[config.mk]
export PLATFORM = sky130hd
export DESIGN_NAME = cpu_register_file_flat
export DESIGN_NICKNAME = d
export VERILOG_FILES = /design/src/rtl/cpu_register_file_if.sv /design/src/rtl/cpu_register_file.sv /design/src/flat_wrapper.sv
export SDC_FILE = /design/constraint.sdc
export NUM_CORES = 1
export LEC_CHECK = 0
export CORE_ASPECT_RATIO = 1.1
export CORE_MARGIN = 3
export CORE_UTILIZATION = 41
export CTS_CLUSTER_DIAMETER = 30
export DETAILED_ROUTE_END_ITERATION = 6
export PLACE_DENSITY = 0.85
export SLEW_MARGIN = 20
export SYNTH_ARGS = -nofsm -noshare
export SYNTH_HDL_FRONTEND = slang
export SYNTH_SLANG_ARGS = --single-unit
[constraint.sdc]
create_clock -name clk -period 1.82 [get_ports clk]
set_input_delay 0.455 -clock clk [delete_from_list [all_inputs] [get_ports clk]]
set_output_delay 0.455 -clock clk [all_outputs]
set_load 0.05 [all_outputs]
[src/rtl/cpu_register_file_if.sv]
// Register-file bus: write/step/flag controls from the control unit and the
// registered 6502 programmer-visible state returned to the datapath.
interface cpu_register_file_if;
    logic       wr_en;
    logic [2:0] dest_code;
    logic [7:0] wr_data;
    logic [1:0] sp_op;
    logic       flag_wr;
    logic [7:0] flag_mask;
    logic [7:0] flag_in;
    logic [7:0] a_reg;
    logic [7:0] x_reg;
    logic [7:0] y_reg;
    logic [7:0] sp;
    logic [7:0] p_reg;

    // Control unit side: drives the update controls, observes the registers.
    modport master (
        output wr_en, dest_code, wr_data, sp_op, flag_wr, flag_mask, flag_in,
        input  a_reg, x_reg, y_reg, sp, p_reg
    );

    // Register file side.
    modport slave (
        input  wr_en, dest_code, wr_data, sp_op, flag_wr, flag_mask, flag_in,
        output a_reg, x_reg, y_reg, sp, p_reg
    );
endinterface

[src/rtl/cpu_register_file.sv]
// 6502 programmer-visible registers A, X, Y, SP and status P (NV1BDIZC).
// Written from the result bus by destination code, with independent SP
// push/pull stepping and masked flag updates. All outputs are flop outputs.
module cpu_register_file #(
    parameter logic [7:0] SP_RESET = 8'hFD,
    parameter logic [7:0] P_RESET  = 8'h24,
    parameter bit         AUTO_NZ  = 1'b1
) (
    input logic clk,
    input logic rst_n,
    cpu_register_file_if.slave bus
);

    typedef enum logic [2:0] {
        DEST_NONE = 3'd0,
        DEST_A    = 3'd1,
        DEST_X    = 3'd2,
        DEST_Y    = 3'd3,
        DEST_SP   = 3'd4,
        DEST_P    = 3'd5
    } dest_e;

    typedef enum logic [1:0] {
        SP_HOLD  = 2'b00,
        SP_INC   = 2'b01,
        SP_DEC   = 2'b10,
        SP_HOLD2 = 2'b11
    } sp_op_e;

    // Bit 5 of P is hard-wired high and the B bit (4) has no storage meaning
    // in P itself, so masked updates never reach them.
    localparam logic [7:0] FLAG_WR_MASK = 8'hCF;

    logic [7:0] a_q, x_q, y_q, sp_q, p_q;
    logic [7:0] a_d, x_d, y_d, sp_d, p_d;

    logic       wr_a, wr_x, wr_y, wr_sp, wr_p;
    logic [7:0] eff_mask;

    // Decode the write strobe into one-hot register enables.
    always_comb begin
        // NOTE: every signal assigned here gets a default first so no path
        // leaves it unassigned, which would otherwise infer a latch.
        wr_a  = 1'b0;
        wr_x  = 1'b0;
        wr_y  = 1'b0;
        wr_sp = 1'b0;
        wr_p  = 1'b0;
        if (bus.wr_en) begin
            case (bus.dest_code)
                DEST_A:  wr_a  = 1'b1;
                DEST_X:  wr_x  = 1'b1;
                DEST_Y:  wr_y  = 1'b1;
                DEST_SP: wr_sp = 1'b1;
                DEST_P:  wr_p  = 1'b1;
                default: ;  // DEST_NONE and codes 6/7 write nothing
            endcase
        end
    end

    // Next-state for A/X/Y and the stack pointer (explicit load beats a step).
    always_comb begin
        a_d  = wr_a ? bus.wr_data : a_q;
        x_d  = wr_x ? bus.wr_data : x_q;
        y_d  = wr_y ? bus.wr_data : y_q;
        sp_d = sp_q;
        if (wr_sp) begin
            sp_d = bus.wr_data;
        end else begin
            case (bus.sp_op)
                SP_INC:  sp_d = sp_q + 8'd1;  // wraps FF -> 00
                SP_DEC:  sp_d = sp_q - 8'd1;  // wraps 00 -> FF
                default: sp_d = sp_q;
            endcase
        end
    end

    // Next-state for P: full write wins outright; otherwise AUTO_NZ first,
    // then masked flag bits override it bit by bit.
    always_comb begin
        eff_mask = bus.flag_mask & FLAG_WR_MASK;
        p_d      = p_q;
        if (wr_p) begin
            p_d    = bus.wr_data;
            p_d[5] = 1'b1;
            p_d[4] = 1'b0;
        end else begin
            if (AUTO_NZ && (wr_a || wr_x || wr_y)) begin
                p_d[7] = bus.wr_data[7];
                p_d[1] = (bus.wr_data == 8'h00);
            end
            if (bus.flag_wr) begin
                p_d = (p_d & ~eff_mask) | (bus.flag_in & eff_mask);
            end
        end
    end

    // Register state; reset asynchronously to architectural power-up values.
    always_ff @(posedge clk or negedge rst_n) begin
        if (!rst_n) begin
            a_q  <= 8'h00;
            x_q  <= 8'h00;
            y_q  <= 8'h00;
            sp_q <= SP_RESET;
            p_q  <= P_RESET;
        end else begin
            // NOTE: sequential state uses non-blocking assignments so every
            // flop samples pre-edge values regardless of statement order.
            a_q  <= a_d;
            x_q  <= x_d;
            y_q  <= y_d;
            sp_q <= sp_d;
            p_q  <= p_d;
        end
    end

    assign bus.a_reg = a_q;
    assign bus.x_reg = x_q;
    assign bus.y_reg = y_q;
    assign bus.sp    = sp_q;
    assign bus.p_reg = p_q;

endmodule
[src/flat_wrapper.sv]
// flat-port wrapper written by rule: the top's interface ports become plain ports
module cpu_register_file_flat 
#(
    parameter logic [7:0] SP_RESET = 8'hFD,
    parameter logic [7:0] P_RESET  = 8'h24,
    parameter bit         AUTO_NZ  = 1'b1
)
  (clk, rst_n, bus_wr_en, bus_dest_code, bus_wr_data, bus_sp_op, bus_flag_wr, bus_flag_mask, bus_flag_in, bus_a_reg, bus_x_reg, bus_y_reg, bus_sp, bus_p_reg);
  cpu_register_file_if bus_i ();
  input logic clk;
  input logic rst_n;
  input wire logic [$bits(bus_i.wr_en)-1:0] bus_wr_en;
  input wire logic [$bits(bus_i.dest_code)-1:0] bus_dest_code;
  input wire logic [$bits(bus_i.wr_data)-1:0] bus_wr_data;
  input wire logic [$bits(bus_i.sp_op)-1:0] bus_sp_op;
  input wire logic [$bits(bus_i.flag_wr)-1:0] bus_flag_wr;
  input wire logic [$bits(bus_i.flag_mask)-1:0] bus_flag_mask;
  input wire logic [$bits(bus_i.flag_in)-1:0] bus_flag_in;
  output wire logic [$bits(bus_i.a_reg)-1:0] bus_a_reg;
  output wire logic [$bits(bus_i.x_reg)-1:0] bus_x_reg;
  output wire logic [$bits(bus_i.y_reg)-1:0] bus_y_reg;
  output wire logic [$bits(bus_i.sp)-1:0] bus_sp;
  output wire logic [$bits(bus_i.p_reg)-1:0] bus_p_reg;
  assign bus_i.wr_en = bus_wr_en;
  assign bus_i.dest_code = bus_dest_code;
  assign bus_i.wr_data = bus_wr_data;
  assign bus_i.sp_op = bus_sp_op;
  assign bus_i.flag_wr = bus_flag_wr;
  assign bus_i.flag_mask = bus_flag_mask;
  assign bus_i.flag_in = bus_flag_in;
  assign bus_a_reg = bus_i.a_reg;
  assign bus_x_reg = bus_i.x_reg;
  assign bus_y_reg = bus_i.y_reg;
  assign bus_sp = bus_i.sp;
  assign bus_p_reg = bus_i.p_reg;
  cpu_register_file #(.SP_RESET(SP_RESET), .P_RESET(P_RESET), .AUTO_NZ(AUTO_NZ)) u_core (.clk(clk), .rst_n(rst_n), .bus(bus_i));
endmodule
==> out/qor.txt <==
First-pass GRT wire length -> 9.04 mm
Die width -> 74.2 microns
Layout Skew -> 1.03 ps
Worst slack, placed -> -948 ps
Failing checks -> setup timing
Router iterations before antenna repair -> 4
Outcome -> finished with violations
Setup TNS -> -62.3 ps
I/O pins -> 73
CTS Root Buffer Type -> clkbuf_8
Placed cells -> 340
CTS Hold Bufs -> 0
Initial Utilization -> 43.8%
Die area -> 6010 sq um
Worst skew pair latency -> 290 ps
Synth Flop Type -> dfrtp_1
Post-synth ARST share -> 100%
CP max stage delay -> 460 ps
Core Region -> 4780 sq um
Sw power -> 1.95 mW
Comb pwr share -> 53.6%
DIE HEIGHT -> 81.0 microns
Fillcell total -> 355
Clk sinks -> 39
Yosys cell types -> 51
Clk pwr share -> 16.0%
Post-Syn Area -> 2100 sq um
# nets final -> 329
Finished Layout Cells -> 350
Largest net degree at the start of global routing -> 31
Crit path max fanout -> 4
Least-Margin Pin Slew -> 650 ps
Ranking of synthesized cells by area -> dfrtp_1, mux2_2, dfstp_2, a21oi_1, nor2_1
DR iter-0 viols -> 80
Lkg Pwr -> 1.46 nW
Cell with the most instances after synthesis -> dfrtp_1
Syn nets -> 225
Worst EP required -> 2040 ps
WP buf/inv -> 2
Initial antenna violation count -> 0
Slowest stage cell, crit path -> or4_1
Final min period -> 1870 ps
DR WL/cell -> 16.2 microns
Via density per instance -> 5.30
WL final -> 5.68 mm
Slew Viols, Final -> 0
Vias in the first global route -> 1848
Final worst-path cycle share -> 103%
Setup crit start kind -> primary input
N_diodes -> 0
Placed Instance Area -> 3110 sq um
Post-synthesis instance total -> 189
Port Buffers -> 67
Setup CP Type -> primary input to register
Via Count -> 1854
Top cells by count, synth -> dfrtp_1, mux2_2, nor2_1
Register bit count reported by yosys -> 39
Min-Delay Path Class -> primary input to asynchronous set/reset pin
FMAX -> 534 MHz
Critical Path End Type -> register
Sw Ratio -> 42.0%
GP Congestion -> 0.919
Share of the synthesized area in the top cell type -> 35.8%
Reg clk slew, reported paths -> 70 ps
Number of flops mapped to enable cells by yosys -> 0
Final hold vios -> 0
Finished Cell Area -> 3250 sq um
Cell row count -> 26
H-tree Lvls -> 2
Internal power -> 2.70 mW
Residual DRC -> 0
Clock Tree Buf Depth -> 2
Relative slew slack -> 56.6%
Sequential power share -> 30.4%
VDD IR max -> 789 uV
RSZ-0062 raised after global routing -> yes
PD cells -> 1430 nW/um^2
Seq/Total Area, Yosys -> 47.1%
DRT antenna net count -> 0
CTS tree -> done
Leading area contributor after synthesis -> dfrtp_1
Fraction of layout cells with a size suffix above 1 -> 47.3%
Ordered list of cells on the worst path -> buf_8 -> inv_12 -> ha_4 -> xor2_1 -> ha_2 -> and3b_1 -> o21ai_2 -> and2_4 -> or4_1 -> a31oi_1
Max Cap Violations -> 0
Gr ovfl total -> 0
YS warnings -> 0
Final WS setup -> -52.4 ps
Synthesis-to-finish area growth -> 55.3%
All-Layer GR Usage -> 20.0%
Syn avg cell area -> 11.1 sq um
Final setup violation count -> 2
Post-DP HPWL -> 4.36 mm
CP top delay family -> simple AND/OR/NAND/NOR gates
Num CTS Buffers -> 5
WP data arrival -> 2090 ps
Hold WS -> 187 ps
[worst paths after layout]
kind,start,to,slack [ps],cells past startpoint
max in group asynchronous,rst_n,u_core.bus.x_reg[2]$_DFFE_PN0P_,1070,2
worst max register to register,u_core.bus.sp[1]$_DFFE_PN0P_,u_core.bus.sp[4]$_DFFE_PN1P_,-20,7
worst max-delay path,bus_sp_op[0],u_core.bus.sp[4]$_DFFE_PN1P_,-50,10
worst min-delay path,rst_n,u_core.bus.sp[1]$_DFFE_PN0P_,190,1
worst min register to register,u_core.bus.x_reg[3]$_DFFE_PN0P_,u_core.bus.x_reg[3]$_DFFE_PN0P_,510,1
min in group clk,u_core.bus.x_reg[3]$_DFFE_PN0P_,u_core.bus.x_reg[3]$_DFFE_PN0P_,510,1
[layout by cell type, fill, tap and decap left out, types with 2 or more instances in the layout]
cell             Yosys  layout
nand2b_1             3       3
nand2_1             12      12
mux2_2              24      24
buf_4                2      69
a41o_1               2       2
inv_1                3       2
or3_1                2       2
mux2i_1              5       5
nand3b_1             4       4
a31oi_1              4       4
nor4_1               2       2
o21ai_0              4       4
nor3_1               2       2
dfstp_2              9       9
xor2_1               2       2
clkbuf_8             0       6
buf_12               0      10
clkdlybuf4s50_1      0      25
o21ai_1              2       2
nor3b_1              2       2
xnor2_1              4       4
nand3_1              2       2
dfrtp_1             30      29
a21oi_1             14      13
ha_2                 0       2
and3b_1              2       2
nor2_1              18      18
[power by group through the flow]
stage / Clock, mW / Sequential [mW] / Combinational (mW)
global route: 0.794 / 1.45 / 2.62
detailed placement: 0 / 1.42 / 2.48
finish: 0.742 / 1.41 / 2.49
floorplan: 0 / 2.18 / 0.697
global placement: 0 / 1.42 / 2.45
CTS: 0.756 / 1.41 / 2.49
[per-layer routing]
metal | vias to the layer above | track usage, % | wire length (microns)
met1 | 897 | 26.8 | 2510
li1 | 885 | - | -
met2 | 67 | 32.6 | 2700
met3 | 5 | 5.07 | 436
met5 | - | 0 | 0
met4 | 0 | 4.17 | 36
[layout make-up]
type,count,area (sq um),area share [%]
Inverter,4,27.5,0.846
Clock inverter,2,35.0,1.08
Tap cell,56,70.1,2.15
Sequential cell,39,988,30.4
Clock buffer,6,82.6,2.54
Multi-Input combinational cell,136,1050,32.3
Timing Repair Buffer,107,1000,30.7
[stage by stage]
stage / total power, mW / util, %
after detailed placement: 3.90 / 65.0
after global placement: 3.87 / 65.0
final: 4.65 / 68.1
after global routing: 4.87 / 68.1
after floorplan: 2.88 / -
after CTS: 4.66 / 67.8
[repair_timing]
| action | in CTS | in global routing |
|---|---|---|
| gates resized for setup | 15 | 1 |
| endpoints found under the setup margin | 8 | 3 |
| pin swaps | 11 | 6 |
| setup buffers | 1 | 1 |
[logic make-up (layout without fill, tap and decap cells)]
family / count (synthesis) / after routing / share of synthesized area, %
buffers and inverters: 14 / 119 / 4.06
DFF: 39 / 39 / 47.1
and+or+nand+nor: 61 / 61 / 17.1
muxes: 29 / 29 / 15.3
other: 1 / 1 / 0.179
AOI/OAI and AO/OA: 36 / 36 / 12.0
xor gates and xnor gates: 6 / 6 / 2.51
adders and majority gates: 3 / 3 / 1.79
Power figures use the tool's default switching activity.
